### src/rtl/icache_refill.sv
// Instruction-cache line refill engine: one AXI INCR burst read per miss,
// beats streamed into the cache data array, completion pulse with error summary.
module icache_refill #(
   parameter int LINE_WORDS  = 4,
   parameter int OFFSET_BITS = 4
) (
   input  logic                          clock,
   input  logic                          reset,
   input  logic                          miss_valid,
   input  logic [31:0]                   miss_addr,
   output logic                          miss_ready,
   output logic                          fill_wen,
   output logic [$clog2(LINE_WORDS)-1:0] fill_idx,
   output logic [31:0]                   fill_data,
   output logic                          fill_done,
   output logic                          fill_err,
   output logic [31:0]                   ifu_araddr,
   output logic                          ifu_arvalid,
   input  logic                          ifu_arready,
   output logic [1:0]                    ifu_arburst,
   output logic [3:0]                    ifu_arlen,
   input  logic [31:0]                   ifu_rdata,
   input  logic [1:0]                    ifu_rresp,
   input  logic                          ifu_rlast,
   input  logic                          ifu_rvalid,
   output logic                          ifu_rready
);
   // state | meaning
   // IDLE  | waiting for a miss, miss_ready high
   // AR    | burst address presented, waiting for arready
   // R     | accepting beats, writing words into the line
   // DONE  | one-cycle completion pulse with error summary

   localparam int IDX_W = $clog2(LINE_WORDS);
   localparam logic [IDX_W-1:0] LAST_IDX = IDX_W'(LINE_WORDS - 1);

   typedef enum logic [1:0] {IDLE, AR, R, DONE} state_t;

   state_t           state, state_next;
   logic [IDX_W-1:0] cnt;
   logic             err;
   logic [31:0]      araddr;
   logic             beat;
   logic             last_beat;

   assign ifu_arburst = 2'b01;
   assign ifu_arlen   = 4'(LINE_WORDS - 1);
   assign ifu_araddr  = araddr;
   assign fill_idx    = cnt;
   assign fill_data   = ifu_rdata;

   // rlast or the final count, whichever comes first, ends the line
   assign beat      = (state == R) && ifu_rvalid;
   assign last_beat = ifu_rlast || (cnt == LAST_IDX);

   always_ff @(posedge clock) begin
      if (reset) begin
         state  <= IDLE;
         cnt    <= '0;
         err    <= 1'b0;
         araddr <= '0;
      end else begin
         state <= state_next;
         if (state == IDLE && miss_valid) begin
            araddr <= {miss_addr[31:OFFSET_BITS], {OFFSET_BITS{1'b0}}};
            cnt    <= '0;
            err    <= 1'b0;
         end
         if (beat) begin
            cnt <= cnt + 1'b1;
            // disagreement between rlast and the count marks a malformed burst
            if ((ifu_rresp != 2'b00) ||
                (last_beat && (ifu_rlast != (cnt == LAST_IDX))))
               err <= 1'b1;
         end
      end
   end

   always_comb begin
      state_next  = state;
      miss_ready  = 1'b0;
      ifu_arvalid = 1'b0;
      ifu_rready  = 1'b0;
      fill_wen    = 1'b0;
      fill_done   = 1'b0;
      fill_err    = 1'b0;
      case (state)
         IDLE: begin
            miss_ready = 1'b1;
            if (miss_valid) state_next = AR;
         end
         AR: begin
            ifu_arvalid = 1'b1;
            if (ifu_arready) state_next = R;
         end
         R: begin
            ifu_rready = 1'b1;
            if (ifu_rvalid) begin
               fill_wen = 1'b1;
               if (last_beat) state_next = DONE;
            end
         end
         DONE: begin
            fill_done  = 1'b1;
            fill_err   = err;
            state_next = IDLE;
         end
         default: state_next = IDLE;
      endcase
   end
endmodule

### config.mk
export PLATFORM = sky130hd
export DESIGN_NAME = icache_refill
export DESIGN_NICKNAME = d
export VERILOG_FILES = /design/src/rtl/icache_refill.sv
export SDC_FILE = /design/constraint.sdc
export NUM_CORES = 1
export LEC_CHECK = 0
export CAP_MARGIN = 25
export CELL_PAD_IN_SITES_DETAIL_PLACEMENT = 0
export CELL_PAD_IN_SITES_GLOBAL_PLACEMENT = 1
export CORE_UTILIZATION = 21
export CTS_CLUSTER_DIAMETER = 150
export DETAILED_ROUTE_END_ITERATION = 10
export GPL_ROUTABILITY_DRIVEN = 0
export PLACE_DENSITY = 0.94
export SETUP_SLACK_MARGIN = 0.4
export SLEW_MARGIN = 20
export SYNTH_ARGS = -nofsm -noshare
export SYNTH_HDL_FRONTEND = slang
export SYNTH_SLANG_ARGS = --single-unit
### constraint.sdc
create_clock -name clock -period 2.7 [get_ports clock]
set_clock_uncertainty 0.05 [all_clocks]
set_input_delay 0.27 -clock clock [delete_from_list [all_inputs] [get_ports clock]]
set_output_delay 0.27 -clock clock [all_outputs]
set_load 0.05 [all_outputs]
# Yosys cells after proc, flatten, opt, wreduce, memory -nomap -nowiden
# Index checks and enable logic that the tools add are counted.
[op_classes]
addsub = 1
eq_ne = 9
reduce_logical = 9
n_mux = 17
[op_table]
columns = ["cell", "count"]
rows = [
  ["$mux W2", 6],
  ["$mux W1", 10],
  ["$ne A2 B2 Y1 const B", 4],
  ["$pmux W2 S4", 1],
  ["$eq A2 B2 Y1 const B", 3],
  ["$reduce_and A4 Y1", 1],
  ["$reduce_bool A2 Y1", 2],
  ["$logic_and A1 B1 Y1", 3],
  ["$add A2 B1 Y2 const B", 1],
  ["$eq A2 B1 Y1 const B", 1],
  ["$logic_not A2 Y1", 1],
  ["$logic_or A1 B1 Y1", 2],
  ["$ne A1 B1 Y1", 1],
]
[totals]
register_bits = 33
output_inout_bits = 78
input_bits = 72

# Longest topological paths before layout
# Gate-level depths: netlist of the first run.
[logic_depth]
ltp_word = 6
depth_mapped = 7

# Worst setup path before layout of the first run
# OpenSTA, ideal clock, no wires.
[synth_timing]
path_type = "register to register"
from = "register cnt[0], in the netlist fill_idx[0]"
to = "register state[0]"
n_path_buf = 0
setup_slack_ps = 943
arrival_ps = 1635
path_stages_with_launch = 6
cell_sequence = "dfxtp_1 > ha_1 > inv_1 > ha_1 > a2111oi_4 > mux2i_1"
[synth_between]
elab_chain_cells = 4
[synth_rtl]
columns = ["item", "line", "rtl"]
rows = [
  ["start, declared", "40", "logic [IDX_W-1:0] cnt;"],
  ["start signal, assigned", "70", "cnt <= cnt + 1'b1;"],
  ["$eq A2 B2 Y1", "54", "assign last_beat = ifu_rlast || (cnt == LAST_IDX);"],
  ["$logic_or A1 B1 Y1", "54", ""],
  ["$ne A2 B2 Y1 (no source line)", "-", ""],
  ["$reduce_and A4 Y1 (no source line)", "-", ""],
  ["end signal, assigned", "63", "state <= state_next;"],
  ["end, declared", "39", "state_t state, state_next;"],
]
# Every way passes these cells.
# A chain may end at the register's enable or synchronous reset.

# Final worst setup path of the first run
[layout_timing]
from = "register state[0]"
to = "output port miss_ready"
[layout_between]
elab_chain_cells = 2
[layout_rtl]
columns = ["item", "line", "rtl"]
rows = [
  ["$logic_not A2 Y1", "87", "case (state)"],
  ["$mux W1", "87", ""],
  ["end, declared", "11", "output logic miss_ready,"],
]
# Every way passes these cells.

==> impl_metrics.env, run 1 <==
export IMPL_synth_area_leaders="dfxtp_1, buf_4, nand2_1"
export IMPL_synthCells=206
export IMPL_drt_initial_drc_count=40
export IMPL_grt_pass1_wl_mm=6.20
export IMPL_min_path_type="register to register"
export IMPL_antenna_found_initial=0
export IMPL_crit_type="register to primary output"
export IMPL_dp_slack_ps=548
export IMPL_synth_async_sr_flop_share_pct=0
export IMPL_fin_hold_ws_ps=396
export IMPL_synth_simple_area_share_pct=17.7
export IMPL_hold_violations=0
export IMPL_ys_seq_area_share_pct=40.0
export IMPL_synth_edf_count=0
export IMPL_cp_required_ps=2380
export IMPL_grt_max_degree=21
export IMPL_synth_compound_area_share_pct=12.0
export IMPL_rows=31
export IMPL_cts_sinks=33
export IMPL_clk_pin_slew_ps=60
export IMPL_dpl_instance_area_sq_mm=0.00219
export IMPL_finalSetupTns_ps=0
export IMPL_core_sq_mm=0.00745
export IMPL_synth_avg_cell_area_sq_um=8.02
export IMPL_cts_setup_buffers=0
export IMPL_synth_top_family_by_area="buffers and inverters"
export IMPL_tightest_slew_ps=587
export IMPL_drive_above_1_share_pct=4.90
export IMPL_clk_latency_ps=270
export IMPL_setup_viol=0
export IMPL_r2r_start="state[0]"
export IMPL_crit_fanout=5
export IMPL_chipHeight_um=90.7
export IMPL_n_antenna_cell=0
export IMPL_grt_pass1_vias=1315
export IMPL_cts_tree="done"
export IMPL_yosysMostFrequentCell="nand2_1"
export IMPL_ios=150
export IMPL_netlist_area_sq_mm=0.00165
export IMPL_wire_per_inst_um=11.2
export IMPL_cts_resized=1
export IMPL_synthXorXnorAreaFrac_pct=0
export IMPL_timing_fmax_ghz=0.469
export IMPL_wl_mm=3.86
export IMPL_worstSetupStartpoint="state[0]"
export IMPL_ys_types=18
export IMPL_ys_top_cells_by_count="nand2_1, buf_4, dfxtp_1"
export IMPL_slew_violations=0
export IMPL_overflow=0
export IMPL_p_total_uw=2080
export IMPL_yosys_warnings=0
export IMPL_cts_buffers=5
export IMPL_initial_utilization_pct=22.2
export IMPL_drc=0
export IMPL_hpwlAfterDp_mm=2.87
export IMPL_start_kind="register"
export IMPL_slew_headroom_pct=60.8
export IMPL_synth_seq_cells=33
export IMPL_nNetsFinal=324
export IMPL_powerDensity_mw_per_mm2=913
export IMPL_die_area_sq_mm=0.00823
export IMPL_synth_largest_area_cell="dfxtp_1"
export IMPL_synth_ff_type="dfxtp_1"
export IMPL_dr_pass1_iters=4
export IMPL_leakagePower_uw=0.000871
export IMPL_finalWorstSetupSlack_ps=567
export IMPL_hold_buffers=0
export IMPL_root_buffer="clkbuf_8"
export IMPL_area_growth_pct=37.5
export IMPL_end_kind="primary output"
export IMPL_vias=1352
export IMPL_crit_arrival_ps=1810
export IMPL_synth_adder_area_share_pct=5.30
export IMPL_period_share_pct=79.0
export IMPL_vdd_drop_max_uv=254
export IMPL_synthMuxAreaShare_pct=1.21
export IMPL_portBuffers=71
export IMPL_die_w_um=90.7
export IMPL_rsz0062_at_grt="no"
export IMPL_status="finished clean"
export IMPL_antenna_left=0
export IMPL_layout_min_cycle_time_ps=2130
export IMPL_cap_violations=0
export IMPL_htreeDepth=2
export IMPL_vias_per_cell=3.93
export IMPL_synth_top_area_share_pct=40.0
export IMPL_design_area_sq_mm=0.00227
export IMPL_clock_path_buffers=2
export IMPL_hold_start="err"
export IMPL_track_usage_pct=9.66
-- path summary, 6_finish.rpt --
kind	to	slack (ps)	cells past startpoint
setup / recovery	miss_ready	570	3
hold reg to reg	err	400	2
setup reg to reg	ifu_araddr[21]	910	6
hold / removal	err	400	2
-- final cells by class --
type	count	area [sq um]
inverter	5	18.8
timing repair buffer	76	747
fill	812	5170
tap	99	124
multi-input combinational	124	637
sequential	33	661
clock buffer	7	86.3
-- cell usage in the layout (no fill, tap or decap), types with 2 or more instances in the layout --
master | netlist | final
a21oi_1 | 31 | 31
and2_1 | 2 | 2
buf_4 | 45 | 5
clkbuf_8 | 0 | 6
clkdlybuf4s50_1 | 0 | 70
conb_1 | 2 | 10
dfxtp_1 | 33 | 33
ha_1 | 7 | 7
inv_1 | 5 | 5
mux2i_1 | 2 | 2
nand2_1 | 59 | 59
nand2b_1 | 3 | 3
nand3_1 | 3 | 3
nor2b_1 | 3 | 3
-- routing by layer --
metal	part of all wire (%)	global-route usage (%)	up-vias
li1	-	-	673
met1	41	10.2	605
met2	48	16.3	62
met3	9.7	4.21	12
met4	1.7	4.84	0
met5	0	0	-
-- registers in the layout, indices dropped and copies added, names as in the netlist --
name / cells
fill_idx: 2
state: 2
err: 1
ifu_araddr: 28
-- cell families after synthesis --
group,count (synthesis)
adder cells (fa/ha/maj),7
buffers and inverters,57
flip-flops,33
other,2
AND/OR/NAND/NOR,71
multiplexers,2
AO/OA/AOI/OAI,34
-- report_power, final --
group          switching (uW)  internal (uW)
Combinational             703            365
Sequential               55.0            582
Clock                     168            202
-- critical path, stage by stage (launching register included) --
cell and delay [ps]:
dfxtp_1 340, inv_1 110, ha_1 240, clkdlybuf4s50_1 840
-- metrics by stage --
step	utilization [%]	cells
after floorplan	-	214
after global placement	29.4	337
after detailed placement	29.4	337
after CTS	30.5	344
after global routing	30.5	344
final	30.5	344
(Power assumes the default switching activity.)
==> inputs of run 2 (changes only) <==
--- a/config.mk
+++ b/config.mk
@@ -8,11 +8,11 @@
 export CAP_MARGIN = 25
 export CELL_PAD_IN_SITES_DETAIL_PLACEMENT = 0
 export CELL_PAD_IN_SITES_GLOBAL_PLACEMENT = 1
-export CORE_UTILIZATION = 21
+export CORE_UTILIZATION = 18
 export CTS_CLUSTER_DIAMETER = 150
 export DETAILED_ROUTE_END_ITERATION = 10
 export GPL_ROUTABILITY_DRIVEN = 0
-export PLACE_DENSITY = 0.94
+export PLACE_DENSITY = 0.86
 export SETUP_SLACK_MARGIN = 0.4
 export SLEW_MARGIN = 20
 export SYNTH_ARGS = -nofsm -noshare
==> constraint.sdc (replaced) <==
create_clock -name clock -period 1.9 [get_ports clock]
set_clock_uncertainty 0.05 [all_clocks]
set_input_delay 0.19 -clock clock [delete_from_list [all_inputs] [get_ports clock]]
set_output_delay 0.19 -clock clock [all_outputs]
set_load 0.05 [all_outputs]
==> impl_metrics.env, run 2 (synthesis results as in run 1) <==
export IMPL_power_switching_uw=1400
export IMPL_start_kind="register"
export IMPL_core_sq_mm=0.00881
export IMPL_r2r_start="state[1]"
export IMPL_leakagePower_uw=0.00105
export IMPL_power_frac_seq_pct=28.8
export IMPL_hold_start="ifu_rdata[12]"
export IMPL_clockPowerShare_pct=19.8
export IMPL_die_area_sq_mm=0.00957
export IMPL_min_path_type="primary input to primary output"
export IMPL_drc=23
export IMPL_grt_pass1_vias=1303
export IMPL_rsz0062_at_grt="yes"
export IMPL_drt_initial_drc_count=47
export IMPL_vias=1351
export IMPL_portBuffers=71
export IMPL_area_growth_pct=46.0
export IMPL_layout_min_cycle_time_ps=1500
export IMPL_dr_pass1_iters=7
export IMPL_setup_viol=0
export IMPL_n_antenna_cell=0
export IMPL_initial_utilization_pct=18.8
export IMPL_wl_mm=3.89
export IMPL_clk_pin_slew_ps=70
export IMPL_vias_per_cell=3.77
export IMPL_largest_reg_flops=28
export IMPL_nNetsFinal=328
export IMPL_antenna_left=0
export IMPL_clock_path_buffers=2
export IMPL_wire_per_inst_um=10.9
export IMPL_root_buffer="clkbuf_8"
export IMPL_chipHeight_um=97.8
export IMPL_end_kind="primary output"
export IMPL_cts_tree="done"
export IMPL_crit_type="register to primary output"
export IMPL_drive_above_1_share_pct=16.8
export IMPL_period_share_pct=78.8
export IMPL_hold_violations=0
export IMPL_powerDensity_mw_per_mm2=1320
export IMPL_fillers=945
export IMPL_dp_cells=347
export IMPL_final_common_cell="nand2_1"
export IMPL_grt_pass1_wl_mm=6.29
export IMPL_htreeDepth=2
export IMPL_cts_buffers=5
export IMPL_power_internal_uw=1790
export IMPL_hold_buffers=0
export IMPL_cts_sinks=33
export IMPL_crit_fanout=4
export IMPL_vdd_drop_max_uv=408
export IMPL_clk_latency_ps=270
export IMPL_switching_share_pct=43.9
export IMPL_finalWorstSetupSlack_ps=402
export IMPL_slew_violations=0
export IMPL_finalSetupTns_ps=0
export IMPL_status="finished, violations left"
export IMPL_cp_required_ps=1660
export IMPL_p_comb_share_pct=51.4
export IMPL_post_route_util_pct=27.4
export IMPL_violations="DRC"
export IMPL_rows=34
export IMPL_track_usage_pct=8.29
export IMPL_grt_max_degree=21
export IMPL_overflow=0
export IMPL_fin_cells=358
export IMPL_worstSetupStartpoint="state[1]"
export IMPL_antenna_found_initial=0
export IMPL_cap_violations=0
export IMPL_crit_arrival_ps=1260
export IMPL_timing_fmax_ghz=0.668
export IMPL_dp_slack_ps=227
export IMPL_hpwlAfterDp_mm=2.91
export IMPL_ios=150
export IMPL_die_w_um=97.8
export IMPL_final_cell_mix="nand2_1, clkdlybuf4s50_1, a21oi_1, dlygate4sd2_1, dfxtp_1"
==> run 2: changes by cell type in the layout (fill, tap and decap cells not counted), sizes merged <==
cell           delta
clkdlybuf4s50    -35
dlygate4sd2      +29
buf              +10
clkbuf            +1
==> run 2: stage by stage <==
| stage | cell area [sq um] | power (uW) | hold WS [ps] |
|---|---|---|---|
| detailed placement | 2270 | 2570 | 330 |
| global placement | 2270 | 2560 | 330 |
| global route | 2410 | 3420 | 330 |
| finish | 2410 | 3190 | 330 |
| CTS | 2370 | 3190 | 330 |
| floorplan | 1740 | 2300 | 276 |
==> run 2: area by class of cell <==
cell class,instances,area [sq um],area share [%]
inverters,5,21.3,0.881
flip-flops and latches,33,676,28.0
clock buffers,8,111,4.61
multi-input cells,124,717,29.7
well taps,108,135,5.60
repair buffers,80,753,31.2
==> run 2: power groups by stage <==
stage	clock network (uW)	registers (uW)	logic [uW]
5_1_grt	709	944	1760
6_report	631	917	1640
3_3_place_gp	0	944	1610
3_5_place_dp	0	949	1630
4_1_cts	671	924	1600
2_1_floorplan	0	1320	980
==> run 2: critical path: stages (launching register included) <==
cell	delay, ps
dfxtp_4	360
buf_4	140
ha_4	170
nand2_2	100
inv_2	60
buf_12	140
==> run 2: layer usage <==
layer	global-route usage, %	part of all wire (%)
met5	0	0
met4	3.73	0.87
met3	3.87	11
met2	13.3	48
met1	9.34	41
==> run 2: timing repair <==
item	4_1_cts	5_1_grt
resized for setup	36	10
pin swaps	1	2
gates cloned	0	0
setup buffers	1	2
hold endpoints to repair	0	0
endpoints found under the setup margin	32	29
==> run 2: final timing paths <==
path	endpoint	slack (ps)	cells past startpoint
hold reg to reg	ifu_araddr[22]	400	2
setup / recovery	fill_wen	400	5
setup reg to reg	state[0]	400	5
hold / removal	fill_data[12]	330	0
==> inputs of run 3 (changes only) <==
--- a/config.mk
+++ b/config.mk
@@ -8,11 +8,11 @@
 export CAP_MARGIN = 25
 export CELL_PAD_IN_SITES_DETAIL_PLACEMENT = 0
 export CELL_PAD_IN_SITES_GLOBAL_PLACEMENT = 1
-export CORE_UTILIZATION = 18
+export CORE_UTILIZATION = 20
 export CTS_CLUSTER_DIAMETER = 150
 export DETAILED_ROUTE_END_ITERATION = 10
 export GPL_ROUTABILITY_DRIVEN = 0
-export PLACE_DENSITY = 0.86
+export PLACE_DENSITY = 0.9
 export SETUP_SLACK_MARGIN = 0.4
 export SLEW_MARGIN = 20
 export SYNTH_ARGS = -nofsm -noshare
==> constraint.sdc (replaced) <==
create_clock -name clock -period 1.51 [get_ports clock]
set_clock_uncertainty 0.05 [all_clocks]
set_input_delay 0.151 -clock clock [delete_from_list [all_inputs] [get_ports clock]]
set_output_delay 0.151 -clock clock [all_outputs]
set_load 0.05 [all_outputs]
==> impl_metrics.env, run 3 (synthesis results as in run 1) <==
export IMPL_start_kind="register"
export IMPL_status="finished clean"
export IMPL_layout_min_cycle_time_ps=1500
export IMPL_wl_mm=5.49
export IMPL_root_buffer="clkbuf_8"
export IMPL_drive_above_1_share_pct=58.2
export IMPL_end_kind="register"
export IMPL_dp_slack_ps=-66.8
export IMPL_die_area_sq_mm=0.00863
export IMPL_initial_utilization_pct=21.1
export IMPL_die_w_um=92.9
export IMPL_leakagePower_uw=0.00129
export IMPL_r2r_cells=8
export IMPL_r2r_slack_ps=10
export IMPL_finalWorstSetupSlack_ps=10.3
export IMPL_vdd_drop_max_uv=665
export IMPL_wire_per_inst_um=15.1
export IMPL_n_antenna_cell=0
export IMPL_drt_initial_drc_count=28
export IMPL_cp_required_ps=1630
export IMPL_ff_latch_area_sq_um=676
export IMPL_nNetsFinal=339
export IMPL_drc=0
export IMPL_track_usage_pct=11.7
export IMPL_largest_reg_flops=28
export IMPL_dr_pass1_iters=4
export IMPL_cts_sinks=33
export IMPL_powerDensity_mw_per_mm2=1720
export IMPL_ios=150
export IMPL_chipHeight_um=92.9
export IMPL_crit_fanout=7
export IMPL_multi_input_area_sq_mm=0.00110
export IMPL_clk_pin_slew_ps=70
export IMPL_hpwlAfterDp_mm=2.90
export IMPL_design_area_sq_mm=0.00310
export IMPL_cpPeakStageDelay_ps=410
export IMPL_clock_path_buffers=2
export IMPL_hold_buffers=0
export IMPL_fillers=774
export IMPL_dpl_instance_area_sq_mm=0.00231
export IMPL_clk_latency_ps=280
export IMPL_vias_per_cell=4.10
export IMPL_period_share_pct=99.3
export IMPL_antenna_found_initial=0
export IMPL_final_common_cell="clkdlybuf4s50_1"
export IMPL_vias=1490
export IMPL_slew_violations=0
export IMPL_worstHoldPathCells=0
export IMPL_path_cells="inv_4, ha_4, buf_6, and2_4, buf_12, clkbuf_16, nand2_2, a21oi_1"
export IMPL_rsz0062_at_grt="yes"
export IMPL_area_growth_pct=87.7
export IMPL_rows=32
export IMPL_grt_max_degree=21
export IMPL_critical_path_endpoint="ifu_araddr[18]"
export IMPL_r2r_end="ifu_araddr[18]"
export IMPL_worstSetupStartpoint="state[1]"
export IMPL_cts_buffers=5
export IMPL_cap_violations=0
export IMPL_timing_fmax_ghz=0.667
export IMPL_htreeDepth=2
export IMPL_grt_pass1_wl_mm=7.60
export IMPL_core_sq_mm=0.00785
export IMPL_overflow=0
export IMPL_portBuffers=71
export IMPL_r2r_start="state[1]"
export IMPL_final_cell_mix="clkdlybuf4s50_1, dfxtp_1, a21oi_2, nand2_4, buf_4"
export IMPL_crit_arrival_ps=1620
export IMPL_min_path_type="primary input to primary output"
export IMPL_crit_type="register to register"
export IMPL_hold_violations=0
export IMPL_cts_tree="done"
export IMPL_grt_pass1_vias=1417
export IMPL_antenna_left=0
export IMPL_cp_slowest_cell="dfxtp_4"
export IMPL_setup_viol=0
[run 3: cell count changes in the layout (fill, tap and decap cells not counted), moves of 4 or more]
cell,change
buf_16,+4
a21oi_2,+28
dlygate4sd2_1,-30
a21oi_1,-28
buf_12,+11
nand2_4,+26
buf_4,+14
buf_6,+11
nand2_1,-37
nand2_2,+10
[run 3: worst min path at each step]
| stage | startpoint | end | slack [ps] |
|---|---|---|---|
| 2_1_floorplan | miss_addr[10] | ifu_araddr[10] | 240 |
| 3_3_place_gp | ifu_rdata[20] | fill_data[20] | 250 |
| 3_5_place_dp | ifu_rdata[20] | fill_data[20] | 250 |
| 4_1_cts | ifu_rdata[20] | fill_data[20] | 250 |
| 5_1_grt | ifu_rdata[12] | fill_data[12] | 250 |
| 6_report | ifu_rdata[24] | fill_data[24] | 250 |
[run 3: timing repair]
item | 4_1_cts | 5_1_grt
gates cloned | 4 | 2
setup buffers | 3 | 4
endpoints found under the setup margin | 39 | 40
gates resized for setup | 24 | 102
pin swaps | 6 | 45
[run 3: area by class of cell]
| class | instances | share of cell area, % |
|---|---|---|
| multi-input cells | 124 | 35.5 |
| well taps | 102 | 4.11 |
| flip-flops and latches | 33 | 21.8 |
| inverters | 5 | 0.968 |
| clock inverters | 2 | 0.323 |
| clock buffers | 6 | 2.34 |
| repair buffers | 91 | 35.0 |
[run 3: metal layers]
metal | part of all wire (%) | GRT usage [%] | vias to the layer above
li1 | - | - | 711
met2 | 51 | 20.2 | 53
met1 | 42 | 14.0 | 706
met5 | 0 | 0 | -
met4 | 1.4 | 3.85 | 0
met3 | 5.8 | 3.12 | 20
[run 3: critical path, delay by kind of cell (launching register included)]
kind                       cells  cell delay [ps]
DFF                            1              410
and+or+nand+nor                2              230
adders and majority gates      1              160
AOI/OAI and AO/OA              1               50
buffers and inverters          4              490
[run 3: through the flow]
step	cells	util [%]	TNS (ps)	hold WS, ps	total power (uW)
floorplan	214	-	0	237	2940
global placement	342	29.5	-39.4	252	3390
detailed placement	342	29.5	-132	252	3430
CTS	357	33.7	0	252	4770
global route	363	39.5	-498	252	5590
finish	363	39.5	0	252	5320
[run 3: report_power, final]
part,switching (uW),leakage [uW],internal (uW)
registers,189,0.000273,1060
clock network,332,0.0000450,320
logic,1840,0.000967,1580
total,2370,0.00129,2960
